<file path="config.mk">
export PLATFORM = sky130hd
export DESIGN_NAME = rd_fifo_wr_arbiter
export DESIGN_NICKNAME = d
export VERILOG_FILES = /design/src/rtl/rd_fifo_arb_pkg.sv /design/src/rtl/rd_fifo_wr_arbiter_rr_pick.sv /design/src/rtl/rd_fifo_wr_arbiter.sv
export SDC_FILE = /design/constraint.sdc
export NUM_CORES = 1
export LEC_CHECK = 0
export BUFFER_PORTS_ARGS = -buffer_cell sky130_fd_sc_hd__buf_2
export CAP_MARGIN = 40
export CORE_MARGIN = 2
export CORE_UTILIZATION = 40
export CTS_CLUSTER_DIAMETER = 120
export DETAILED_ROUTE_END_ITERATION = 12
export HOLD_SLACK_MARGIN = 0.08
export PLACE_DENSITY_LB_ADDON = 0.1
export SETUP_SLACK_MARGIN = 0.1
export SYNTH_ARGS = -nofsm -noshare
export SYNTH_HDL_FRONTEND = slang
export SYNTH_SLANG_ARGS = --single-unit
</file>
<file path="constraint.sdc">
create_clock -name i_wclk -period 4.2 [get_ports i_wclk]
set_clock_uncertainty 0.1 [all_clocks]
set_input_delay 0.42 -clock i_wclk [delete_from_list [all_inputs] [get_ports i_wclk]]
set_output_delay 0.42 -clock i_wclk [all_outputs]
set_load 0.05 [all_outputs]
</file>
<file path="src/rtl/rd_fifo_arb_pkg.sv">
// Shared state encoding and FIFO geometry helpers for the rd_fifo write-port arbiter.
package rd_fifo_arb_pkg;

    typedef logic [1:0] state_t;

    localparam state_t IDLE  = 2'd0;
    localparam state_t CHECK = 2'd1;
    localparam state_t BURST = 2'd2;
    localparam state_t GAP   = 2'd3;

    localparam int WR_DEPTH_WIDTH_DFLT = 9;
    localparam int FIFO_DEPTH          = 1 << WR_DEPTH_WIDTH_DFLT;

    function automatic int fifo_depth(input int depth_width);
        return 1 << depth_width;
    endfunction

endpackage

</file>
<file path="src/rtl/rd_fifo_wr_arbiter_rr_pick.sv">
// Combinational round-robin picker: first set request strictly after i_rr_ptr, wrapping,
// found by rotating a doubled copy of the request vector.
module rd_fifo_wr_arbiter_rr_pick
    import rd_fifo_arb_pkg::*;
#(
    parameter  int N_REQ = 4,
    localparam int IDX_W = $clog2(N_REQ)
) (
    input  logic [N_REQ-1:0] i_req,
    input  logic [IDX_W-1:0] i_rr_ptr,
    output logic [IDX_W-1:0] o_winner,
    output logic             o_any
);

    logic [2*N_REQ-1:0] w_dbl;
    logic [N_REQ-1:0]   w_rot;
    logic [IDX_W:0]     w_start;
    logic [IDX_W-1:0]   w_off;
    logic [IDX_W:0]     w_sum;

    assign w_dbl   = {i_req, i_req};
    assign w_start = {1'b0, i_rr_ptr} + {{IDX_W{1'b0}}, 1'b1};

    // Rotate so bit 0 of w_rot is the requester just after the pointer
    always_comb begin
        w_rot = '0;
        for (int i = 0; i < N_REQ; i++) begin
            w_rot[i] = w_dbl[int'(w_start) + i];
        end
    end

    // Lowest set bit of the rotated vector is the winner's offset
    always_comb begin
        w_off = '0;
        for (int i = N_REQ - 1; i >= 0; i--) begin
            if (w_rot[i]) begin
                w_off = IDX_W'(i);
            end else begin
                w_off = w_off;
            end
        end
    end

    assign w_sum    = w_start + {1'b0, w_off};
    assign o_winner = IDX_W'((w_sum >= (IDX_W+1)'(N_REQ)) ? (w_sum - (IDX_W+1)'(N_REQ)) : w_sum);
    assign o_any    = |i_req;

endmodule

</file>
<file path="src/rtl/rd_fifo_wr_arbiter.sv">
// Shares the rd_fifo write port among N_REQ requesters: round-robin pick, reserve space
// from the write water level, then stream the whole burst without backpressure.
module rd_fifo_wr_arbiter
    import rd_fifo_arb_pkg::*;
#(
    parameter  int N_REQ          = 4,
    parameter  int WR_DEPTH_WIDTH = 9,
    parameter  int LEN_W          = 8,
    parameter  int DATA_W         = 32,
    localparam int IDX_W          = $clog2(N_REQ)
) (
    input  logic                      i_wclk,
    input  logic                      i_wrst,
    input  logic [N_REQ-1:0]          i_req,
    input  logic [N_REQ*LEN_W-1:0]    i_req_len,
    input  logic [N_REQ-1:0]          i_src_valid,
    input  logic [N_REQ*DATA_W-1:0]   i_src_data,
    output logic [N_REQ-1:0]          o_gnt,
    output logic [N_REQ-1:0]          o_src_ready,
    output logic                      o_fifo_w_en,
    output logic [DATA_W-1:0]         o_fifo_wdata,
    input  logic                      i_fifo_wfull,
    input  logic [WR_DEPTH_WIDTH:0]   i_fifo_wr_water_level,
    output logic                      o_burst_done,
    output logic                      o_busy,
    output logic                      o_ovf_err
);

    localparam int DEPTH  = fifo_depth(WR_DEPTH_WIDTH);
    localparam int FREE_W = WR_DEPTH_WIDTH + 2;
    localparam int CMP_W  = (FREE_W > LEN_W + 1) ? FREE_W : LEN_W + 1;

    state_t             r_state;
    state_t             w_state_nxt;
    logic [IDX_W-1:0]   r_sel;
    logic [IDX_W-1:0]   r_rr_ptr;
    logic [LEN_W:0]     r_len;
    logic [LEN_W:0]     r_cnt;
    logic [N_REQ-1:0]   r_gnt;
    logic               r_ovf_err;

    logic [IDX_W-1:0]   w_winner;
    logic               w_any;
    logic [LEN_W-1:0]   w_win_len;
    logic               w_sel_valid;
    logic [DATA_W-1:0]  w_sel_data;
    logic [FREE_W-1:0]  w_free;
    logic               w_fits;
    logic               w_beat;
    logic [LEN_W:0]     w_cnt_inc;
    logic               w_last;
    logic [N_REQ-1:0]   w_sel_onehot;

    rd_fifo_wr_arbiter_rr_pick #(
        .N_REQ (N_REQ)
    ) u_rr_pick (
        .i_req    (i_req),
        .i_rr_ptr (r_rr_ptr),
        .o_winner (w_winner),
        .o_any    (w_any)
    );

    // AND-OR muxes for the winner's length and the granted source's beat
    always_comb begin
        w_win_len   = '0;
        w_sel_valid = 1'b0;
        w_sel_data  = '0;
        for (int i = 0; i < N_REQ; i++) begin
            w_win_len   = w_win_len   | (i_req_len[i*LEN_W +: LEN_W]   & {LEN_W{w_winner == IDX_W'(i)}});
            w_sel_valid = w_sel_valid | (i_src_valid[i]                 & (r_sel == IDX_W'(i)));
            w_sel_data  = w_sel_data  | (i_src_data[i*DATA_W +: DATA_W] & {DATA_W{r_sel == IDX_W'(i)}});
        end
    end

    // Free space is widened so a full-depth reading cannot wrap
    assign w_free       = FREE_W'(DEPTH) - FREE_W'(i_fifo_wr_water_level);
    assign w_fits       = (CMP_W'(w_free) >= CMP_W'(r_len));
    assign w_beat       = w_sel_valid & ~i_fifo_wfull;
    assign w_cnt_inc    = r_cnt + (LEN_W+1)'(1);
    assign w_last       = (r_state == BURST) & w_beat & (w_cnt_inc == r_len);
    assign w_sel_onehot = N_REQ'(1) << r_sel;

    // State register
    always_ff @(posedge i_wclk or posedge i_wrst) begin
        if (i_wrst) begin
            r_state <= IDLE;
        end else begin
            r_state <= w_state_nxt;
        end
    end

    // Next-state logic; CHECK never re-arbitrates so long bursts are not starved
    always_comb begin
        w_state_nxt = r_state;
        case (r_state)
            IDLE:    w_state_nxt = w_any  ? CHECK : IDLE;
            CHECK:   w_state_nxt = w_fits ? BURST : CHECK;
            BURST:   w_state_nxt = w_last ? GAP   : BURST;
            GAP:     w_state_nxt = IDLE;
            default: w_state_nxt = IDLE;
        endcase
    end

    // Write-port outputs follow the granted source in the same cycle
    always_comb begin
        o_fifo_w_en  = 1'b0;
        o_fifo_wdata = '0;
        o_burst_done = 1'b0;
        case (r_state)
            BURST: begin
                o_fifo_w_en  = w_beat;
                o_fifo_wdata = w_beat ? w_sel_data : '0;
                o_burst_done = w_last;
            end
            default: begin
                o_fifo_w_en  = 1'b0;
                o_fifo_wdata = '0;
                o_burst_done = 1'b0;
            end
        endcase
    end

    // Selection latches, beat counter, grant and sticky overflow flag
    always_ff @(posedge i_wclk or posedge i_wrst) begin
        if (i_wrst) begin
            r_sel     <= '0;
            r_rr_ptr  <= IDX_W'(N_REQ - 1);
            r_len     <= '0;
            r_cnt     <= '0;
            r_gnt     <= '0;
            r_ovf_err <= 1'b0;
        end else begin
            case (r_state)
                IDLE: begin
                    if (w_any) begin
                        r_sel <= w_winner;
                        r_len <= {1'b0, w_win_len} + (LEN_W+1)'(1);
                        r_cnt <= '0;
                    end
                end
                CHECK: begin
                    if (w_fits) begin
                        r_gnt    <= w_sel_onehot;
                        r_rr_ptr <= r_sel;
                    end
                end
                BURST: begin
                    if (w_beat) begin
                        r_cnt <= w_cnt_inc;
                    end
                    if (w_last) begin
                        r_gnt <= '0;
                    end
                    if (i_fifo_wfull) begin
                        r_ovf_err <= 1'b1;
                    end
                end
                default: begin
                    r_gnt <= '0;
                end
            endcase
        end
    end

    assign o_gnt       = r_gnt;
    assign o_src_ready = r_gnt & {N_REQ{~i_fifo_wfull}};
    assign o_busy      = (r_state != IDLE);
    assign o_ovf_err   = r_ovf_err;

endmodule
</file>
==> impl_metrics.json, run 1 <==
{
  "remaining_drc_errors": 0,
  "first_global_vias": 3833,
  "die-area_mm2": 0.00956,
  "yosysWarnings": 0,
  "p_leak_uw": 0.00244,
  "worstHoldPathType": "in2async",
  "hpwl_um": 9700,
  "max_freq_mhz": 261,
  "slew_violations": 0,
  "power_density_mw_per_mm2": 637,
  "ios": 225,
  "cp-startpoint": "r_rr_ptr[0]",
  "period_share_pct": 91.2,
  "endpoint_kind": "register",
  "synth-edff-count": 0,
  "synth_top_family_by_area": "multiplexers",
  "antenna_cells": 0,
  "vias": 3827,
  "period_minus_slack_ns": 3.83,
  "tightest_slew_ns": 0.791,
  "stdcell_area_mm2": 0.00483,
  "muxShareOfSynthArea_pct": 27.6,
  "vias_per_cell": 5.51,
  "setup_viol": 0,
  "reg2reg_slack_ns": 0.37,
  "cts_root_buffer": "clkbuf_8",
  "synthAdderAreaFrac_pct": 4.98,
  "fillers": 812,
  "arrival_ns": 3.90,
  "syn2layout_area_growth_pct": 37.3,
  "ys_seq_area_share_pct": 20.7,
  "gr-total-overflow": 0,
  "path_class": "reg2reg",
  "ctsLongestPathBuffers": 2,
  "critPathRequiredTime_ns": 4.27,
  "grtUsageTotal_pct": 24.2,
  "cp-start-kind": "register",
  "clkTransAtPathRegs_ns": 0.07,
  "synth_top_area_share_pct": 24.3,
  "layout_setup_ws_ns": 0.370,
  "vdd_ir_drop_max_v": 0.000514,
  "outcome": "finished clean",
  "synth_ff_type": "dfrtp_1",
  "synth_fp_nets": 565,
  "final_common_cell": "buf_2",
  "die_w_um": 97.8,
  "antenna_found_initial": 0,
  "cp_max_fo": 7,
  "synth_area_mm2": 0.00352,
  "cts_tree": "yes",
  "grt_max_degree": 39,
  "cts_max_level": 2,
  "yosysUniqueCellTypes": 55,
  "wl_um": 11600,
  "row_count": 34,
  "die_h_um": 97.8,
  "tns_ns": 0,
  "postRouteAntennaNets": 0,
  "async_flop_share_pct": 100,
  "clkLatencyLatePin_ns": 0.29,
  "synth_compound_area_share_pct": 12.7,
  "avgSynthCellArea_um2": 9.51,
  "clkSinkCount": 29,
  "placed_area_mm2": 0.00471,
  "rsz0062_at_grt": "false",
  "final_cell_mix": "buf_2 (224), nand2_1 (38), mux4_2 (38), and3_1 (34), dfrtp_1 (26)",
  "drv_cap": 0,
  "synthXorXnorAreaFrac_pct": 7.89,
  "fp.coreArea_mm2": 0.00864,
  "drt_iter0_drc": 137,
  "io_buffer_count": 224,
  "place_ws_ns": 0.118,
  "cts_made_buffers": 5,
  "place_congestion": 0.888,
  "synth_area_leaders": "mux4_2 (24%), dfrtp_1 (19%), and3_1 (6.0%)",
  "synth-simple-area-share_pct": 21.0,
  "yosysTopAreaCell": "mux4_2",
  "power_uw": 3080,
  "relSlewSlack_pct": 47.1,
  "holdBufCountCts": 0,
  "drive_above_1_share_pct": 50.3,
  "grt_pass1_wl_um": 18800,
  "syn_inst": 370,
  "hold_viol": 0,
  "yosys_register_bits": 29,
  "first_pass_iters": 4,
  "fin_nets": 780,
  "start_util_pct": 40.7,
  "avgRoutedWirePerCell_um": 16.7,
  "reg2reg_from": "r_rr_ptr[0]"
}
==> stage by stage <==
stage / util [%] / cells / hold slack, ns
floorplan: - / 370 / 0.356
global placement: 54.5 / 684 / 0.360
detailed placement: 54.5 / 684 / 0.367
CTS: 55.7 / 692 / 0.116
global route: 55.9 / 694 / 0.153
finish: 55.9 / 694 / 0.106
==> final timing paths <==
| path | depth (start not counted) | end |
|---|---|---|
| min reg2reg | 2 | r_len[3] |
| max in group asynchronous | 3 | r_rr_ptr[0] |
| max reg2reg | 17 | r_len[8] |
| min | 3 | r_cnt[0] |
| min in group i_wclk | 3 | o_ovf_err |
| max | 17 | r_len[8] |
==> state kept, by name, summed over array words and instances, names as in the netlist, named ones only <==
signal and count:
r_len 9, r_cnt 9, r_rr_ptr 2, r_sel 2, o_ovf_err 1, o_gnt 4, r_state 1
==> report_power, final <==
group	internal [uW]	total, uW	switching (uW)
clock	116	232	116
sequential	381	461	79.5
combinational	1050	2380	1340
==> cells by family (layout without fill, tap and decap cells) <==
family,count (synthesis),after routing
multiplexers,48,48
adder cells (fa/ha/maj),14,14
AND/OR/NAND/NOR,137,137
buffers and inverters,42,258
flip-flops,29,29
XOR/XNOR,30,30
AO/OA/AOI/OAI,70,70
==> final cells by class <==
type | count | area, um2 | area share [%]
multi-input combinational | 299 | 2630 | 54.4
timing repair buffer | 232 | 1180 | 24.5
sequential | 29 | 729 | 15.1
tap | 108 | 135 | 2.80
clock buffer | 5 | 68.8 | 1.42
inverter | 18 | 67.6 | 1.40
clock inverter | 3 | 22.5 | 0.466
==> critical path, cell delays in order, from the launching register on <==
cell	delay, ns
dfstp_2	0.56
ha_2	0.33
and2b_1	0.21
nand2_1	0.09
o21ai_0	0.09
o22a_1	0.21
ha_1	0.22
xnor2_2	0.17
xnor2_2	0.25
mux4_2	0.36
ha_1	0.26
inv_2	0.09
nor2_1	0.06
nand2_1	0.07
mux2i_1	0.07
a311oi_2	0.25
nor2_1	0.07
a32o_1	0.25
==> routing by layer <==
metal / GRT usage (%) / part of all wire, % / up-vias
met5: 0 / 0 / -
met4: 5.66 / 1.8 / 0
met3: 5.94 / 7.6 / 23
met2: 40.6 / 48 / 166
met1: 31.9 / 43 / 1806
li1: - / - / 1832
==> synthesized netlist by cell type, types with 3 or more instances <==
master and instances:
clkbuf_1 13, mux4_2 38, o31ai_1 3, buf_2 7, xor2_1 12, nor2b_1 7
nand4_1 4, nand2b_1 3, nand3_1 13, a211oi_1 3, a21oi_1 11, a32o_1 4
o21ai_0 21, xnor2_1 16, nor2_1 17, nand2_1 38, and3_1 34, nor3_1 5
dfrtp_1 27, o211ai_1 7, mux2i_1 9, ha_1 14, o21ai_1 7, inv_1 18
==> repair_timing <==
item	CTS	global route
setup buffers	0	2
endpoints found under the hold margin	0	0
gates resized for setup	1	3
endpoints found under the setup margin	1	2
pin swaps	0	2
Note: power is estimated with default switching activity, not from simulation.
==> run 2, diff against run 1 <==
--- a/config.mk
+++ b/config.mk
@@ -7,7 +7,7 @@
 export LEC_CHECK = 0
 export BUFFER_PORTS_ARGS = -buffer_cell sky130_fd_sc_hd__buf_2
 export CAP_MARGIN = 40
-export CORE_MARGIN = 2
+export CORE_ASPECT_RATIO = 0.9
 export CORE_UTILIZATION = 40
 export CTS_CLUSTER_DIAMETER = 120
 export DETAILED_ROUTE_END_ITERATION = 12
==> run 2 against run 1 <==
Sequential share of layout area down 0.058 points; flip-flop and latch count unchanged; largest cell class unchanged; critical endpoint unchanged; sequential power is essentially flat.
==> impl_metrics.json, run 2 (synthesis gave the netlist of run 1 again) <==
{
  "outcome": "finished clean",
  "hold_viol": 0,
  "grtUsageTotal_pct": 24.9,
  "syn2layout_area_growth_pct": 37.8,
  "arrival_ns": 3.89,
  "placed_area_mm2": 0.00472,
  "postRouteAntennaNets": 0,
  "period_share_pct": 90.9,
  "cts_max_level": 2,
  "die_w_um": 101,
  "tightest_slew_ns": 0.793,
  "crit_path_max_incr_delay_ns": 0.53,
  "remaining_drc_errors": 0,
  "final_core_util_pct": 56.6,
  "holdBufCountCts": 0,
  "clkTransAtPathRegs_ns": 0.07,
  "grt_pass1_wl_um": 17800,
  "gr-total-overflow": 0,
  "place_ws_ns": 0.123,
  "power_density_mw_per_mm2": 636,
  "cts_made_buffers": 5,
  "antenna_cells": 0,
  "ctsLongestPathBuffers": 2,
  "reg2reg_depth": 17,
  "avgRoutedWirePerCell_um": 16.2,
  "grt_max_degree": 39,
  "antenna_found_initial": 0,
  "setup_viol": 0,
  "cp-start-kind": "register",
  "drive_above_1_share_pct": 50.2,
  "vias_per_cell": 5.37,
  "stdcell_area_mm2": 0.00485,
  "row_count": 32,
  "cp_cell_sequence": "ha_2, and2b_1, nand2_1, o21ai_0, o22a_1, ha_1, xnor2_2, xnor2_2, mux4_2, ha_1, inv_1, nor2_1, nand2_1, mux2i_1, a311oi_2, nor2_1, a32o_1",
  "layout_setup_ws_ns": 0.381,
  "slew_violations": 0,
  "die_h_um": 91.0,
  "tns_ns": 0,
  "fin_nets": 780,
  "critPathRequiredTime_ns": 4.27,
  "clkSinkCount": 29,
  "start_util_pct": 41.1,
  "cts_tree": "yes",
  "relSlewSlack_pct": 47.0,
  "p_leak_uw": 0.00246,
  "dp_cells": 695,
  "worstHoldPathType": "in2async",
  "io_buffer_count": 224,
  "fp.coreArea_mm2": 0.00857,
  "clkLatencyLatePin_ns": 0.28,
  "final_common_cell": "buf_2",
  "ios": 225,
  "vias": 3789,
  "cp_max_fo": 7,
  "drv_cap": 0,
  "first_pass_iters": 4,
  "hpwl_um": 9550,
  "wl_um": 11400,
  "endpoint_kind": "register",
  "place_congestion": 0.850,
  "cts_root_buffer": "clkbuf_8",
  "rsz0062_at_grt": "false",
  "path_class": "reg2reg",
  "die-area_mm2": 0.00918,
  "final_cell_count_no_fill": 705,
  "final_cell_mix": "buf_2 (224), nand2_1 (38), mux4_2 (38), and3_1 (34), dfrtp_1 (26)",
  "drt_iter0_drc": 140,
  "vdd_ir_drop_max_v": 0.000401,
  "max_freq_mhz": 262,
  "period_minus_slack_ns": 3.82,
  "critPathSlowestCell": "dfstp_2",
  "first_global_vias": 3618
}
## run 2: changes by cell type in the layout (fill, tap and decap cells not counted), sizes merged
cell | previous run | this run
clkbuf | 5 | 6
clkinv | 0 | 2
clkinvlp | 3 | 0
## run 2: through the flow
stage          hold WS (ns)  total power [uW]
6_report              0.100              3080
5_1_grt               0.134              3320
4_1_cts               0.112              3080
2_1_floorplan         0.356              2350
3_3_place_gp          0.374              2770
3_5_place_dp          0.377              2810
## run 2: final timing paths
path / start / endpoint / slack (ns)
setup / recovery: r_rr_ptr[0] / r_len[8] / 0.38
hold / removal: i_wrst / o_gnt[0] / 0.10
setup reg to reg: r_rr_ptr[0] / r_len[8] / 0.38
hold reg to reg: r_len[3] / r_len[3] / 0.39
max in group asynchronous: i_wrst / r_rr_ptr[0] / 3.59
min in group i_wclk: i_fifo_wfull / o_ovf_err / 0.35
## run 2: power breakdown
group / internal (uW) / switching, uW
logic: 1060 / 1320
registers: 381 / 81.7
clock network: 133 / 114
total: 1570 / 1510
## run 2: metal layers
| metal | share of wire [%] | GRT usage (%) | up-vias |
|---|---|---|---|
| met5 | 0 | 0 | - |
| met4 | 0.58 | 3.38 | 0 |
| met3 | 6.4 | 4.46 | 12 |
| met2 | 49 | 43.4 | 141 |
| met1 | 44 | 32.9 | 1803 |
| li1 | - | - | 1833 |
## run 2: layout make-up
| class | count | area [um2] |
|---|---|---|
| Fill cell | 817 | 3720 |
| Multi-Input combinational cell | 299 | 2630 |
| Timing Repair Buffer | 232 | 1180 |
| Sequential cell | 29 | 729 |
| Tap cell | 119 | 149 |
| Clock buffer | 6 | 82.6 |
| Inverter | 18 | 67.6 |
| Clock inverter | 2 | 13.8 |
## run 2: what timing repair did
item	4_1_cts	5_1_grt
endpoints found under the setup margin	1	2
setup buffers	0	2
gates resized for setup	1	2
pin swaps	0	3
## run 2: critical path, delay by kind of cell (launching register included)
| family | cells | cell delay, ns |
|---|---|---|
| buffers and inverters | 1 | 0.12 |
| AOI/OAI and AO/OA | 4 | 0.80 |
| and+or+nand+nor | 5 | 0.51 |
| xor gates and xnor gates | 2 | 0.42 |
| adders and majority gates | 3 | 0.80 |
| muxes | 2 | 0.42 |
| DFF | 1 | 0.53 |
==> run 3, diff against run 2 <==
--- a/config.mk
+++ b/config.mk
@@ -5,6 +5,7 @@
 export SDC_FILE = /design/constraint.sdc
 export NUM_CORES = 1
 export LEC_CHECK = 0
+export ABC_AREA = 1
 export BUFFER_PORTS_ARGS = -buffer_cell sky130_fd_sc_hd__buf_2
 export CAP_MARGIN = 40
 export CORE_ASPECT_RATIO = 0.9
==> run 3 against run 2 <==
Combinational power up 42%; wire length up 5.4%; utilization up 1.9 points; synthesized cell count up 54%; fmax up 2.1%; final area down 0.28%; critical path type unchanged; largest cell class unchanged; non-clock buffer count up 1; via count up 20%.
==> impl_metrics.json, run 3 <==
{
  "syn_inst": 570,
  "synth_fp_nets": 765,
  "grt_max_degree": 43,
  "relSlewSlack_pct": 55.8,
  "yosysUniqueCellTypes": 40,
  "rsz0062_at_grt": "false",
  "io_buffer_count": 224,
  "wl_um": 12000,
  "tightest_slew_ns": 0.663,
  "postRouteAntennaNets": 0,
  "fin_nets": 976,
  "synth_area_leaders": "nand2_1 (20%), dfrtp_1 (19%), nand3_1 (8.7%)",
  "clkTransAtPathRegs_ns": 0.07,
  "ios": 225,
  "layout_setup_ws_ns": 0.459,
  "holdBufCountCts": 0,
  "first_global_vias": 4309,
  "antenna_found_initial": 0,
  "gr-total-overflow": 0,
  "cts_tree": "yes",
  "path_class": "reg2reg",
  "yosysTopAreaCell": "nand2_1",
  "remaining_drc_errors": 0,
  "die-area_mm2": 0.00912,
  "grt_util_met2_pct": 43.6,
  "critPathSlowestCell": "dfstp_2",
  "syn2layout_area_growth_pct": 38.2,
  "cp_cell_sequence": "ha_1, inv_2, nand2_1, nand2_1, nand2_1, a31oi_1, nor2_1, ha_1, xnor2_2, inv_1, nand2_4, nand2_4, inv_1, nor2_1, nand2_1, nand2_1, nor2_4, inv_1, ha_1, or2_2, nand3_1, o21ai_0",
  "crit_path_max_incr_delay_ns": 0.53,
  "die_w_um": 101,
  "cts_root_buffer": "clkbuf_8",
  "synthAdderAreaFrac_pct": 5.01,
  "clkSinkCount": 29,
  "reg2reg_depth": 22,
  "die_h_um": 90.7,
  "drive_above_1_share_pct": 34.1,
  "place_congestion": 0.870,
  "synth_area_mm2": 0.00350,
  "tns_ns": 0,
  "start_util_pct": 42.3,
  "period_share_pct": 89.1,
  "synth_top_family_by_area": "simple AND/OR/NAND/NOR gates",
  "synth_top_area_share_pct": 19.5,
  "cts_max_level": 2,
  "cts_made_buffers": 5,
  "critPathRequiredTime_ns": 4.25,
  "crit_buf_inv": 4,
  "grt-busiest-layer": "met2",
  "reg2reg_from": "r_rr_ptr[0]",
  "final_common_cell": "buf_2",
  "synth-simple-area-share_pct": 44.6,
  "muxShareOfSynthArea_pct": 0,
  "vias_per_cell": 5.09,
  "ys_seq_area_share_pct": 20.8,
  "drt_iter0_drc": 245,
  "hpwl_um": 9550,
  "yosysWarnings": 0,
  "avgSynthCellArea_um2": 6.14,
  "grt_pass1_wl_um": 19400,
  "synth_ff_type": "dfrtp_1",
  "critical-path-top-delay-family": "simple AND/OR/NAND/NOR gates",
  "r2r-end": "r_len[2]",
  "fillers": 832,
  "use_met3_pct": 4.33,
  "max_freq_mhz": 267,
  "synth-edff-count": 0,
  "final_cell_mix": "buf_2 (224), nand2_1 (182), nand3_1 (61), inv_1 (59), nor2_1 (56)",
  "whs_ns": 0.117,
  "p_leak_uw": 0.00277,
  "period_minus_slack_ns": 3.74,
  "avgRoutedWirePerCell_um": 13.4,
  "first_pass_iters": 6,
  "place_ws_ns": 0.191,
  "setup_viol": 0,
  "ys_top_cells_by_count": "nand2_1 (182), nand3_1 (61), inv_1 (59)",
  "antenna_cells": 0,
  "final_core_util_pct": 58.5,
  "arrival_ns": 3.79,
  "fp.coreArea_mm2": 0.00826,
  "synthXorXnorAreaFrac_pct": 4.01,
  "hold_viol": 0,
  "endpoint_kind": "register",
  "met1_usage_pct": 34.0,
  "async_flop_share_pct": 100,
  "reg2reg_slack_ns": 0.46,
  "power_density_mw_per_mm2": 858,
  "outcome": "finished clean",
  "worstHoldPathType": "in2async",
  "vias": 4563,
  "cpMostUsedCell": "nand2_1",
  "cp_max_fo": 16,
  "clkLatencyLatePin_ns": 0.29,
  "yosys_register_bits": 29,
  "grtUsageTotal_pct": 25.9,
  "vdd_ir_drop_max_v": 0.000978,
  "synth_compound_area_share_pct": 14.3,
  "drv_cap": 0,
  "cp-start-kind": "register",
  "row_count": 31,
  "synth.most_common_cell": "nand2_1",
  "ctsLongestPathBuffers": 2,
  "slew_violations": 0
}
[run 3: how the worst max path moves through the flow]
stage / start / end / cells past startpoint
after floorplan: r_rr_ptr[0] / r_len[2] / 22
after global placement: r_rr_ptr[0] / r_len[2] / 22
after detailed placement: r_rr_ptr[0] / r_len[2] / 22
after CTS: r_rr_ptr[0] / r_len[2] / 22
after global routing: r_rr_ptr[0] / r_len[2] / 22
final: r_rr_ptr[0] / r_len[2] / 22
[run 3: what timing repair did]
| action | 4_1_cts | 5_1_grt |
|---|---|---|
| endpoints found under the setup margin | 0 | 5 |
| buffers inserted | 0 | 1 |
| resized for setup | 0 | 2 |
[run 3: cell families (layout without fill, tap and decap cells)]
logic type	after synthesis	in the layout
adders and majority gates	14	14
buffers and inverters	93	305
xor gates and xnor gates	16	16
DFF	29	29
and+or+nand+nor	348	348
AOI/OAI and AO/OA	70	70
[run 3: report_power, final]
group          switching, uW  internal, uW  total, uW
Combinational           2290          1080       3370
Sequential              90.0           382        472
Clock                    115           193        308
Total                   2490          1660       4150
[run 3: final cells by class]
cell class	count	area (um2)	area share [%]
clock buffer	6	82.6	1.71
clock inverter	2	37.5	0.776
inverter	64	245	5.07
multi-input combinational	448	2390	49.4
sequential	29	728	15.1
tap	115	144	2.98
timing repair buffer	233	1210	25.0
[run 3: metal layers]
| metal | share of wire (%) | up-vias |
|---|---|---|
| met5 | 0 | - |
| met4 | 1.4 | 0 |
| met3 | 5.9 | 14 |
| met2 | 49 | 146 |
| met1 | 44 | 2078 |
| li1 | - | 2325 |
[run 3: per-stage QoR]
stage / cell area, um2 / power, uW / instances
2_1_floorplan: 3500 / 3220 / 570
3_3_place_gp: 4670 / 3670 / 887
3_5_place_dp: 4690 / 3790 / 888
4_1_cts: 4810 / 4110 / 896
5_1_grt: 4830 / 4620 / 897
6_report: 4830 / 4150 / 897
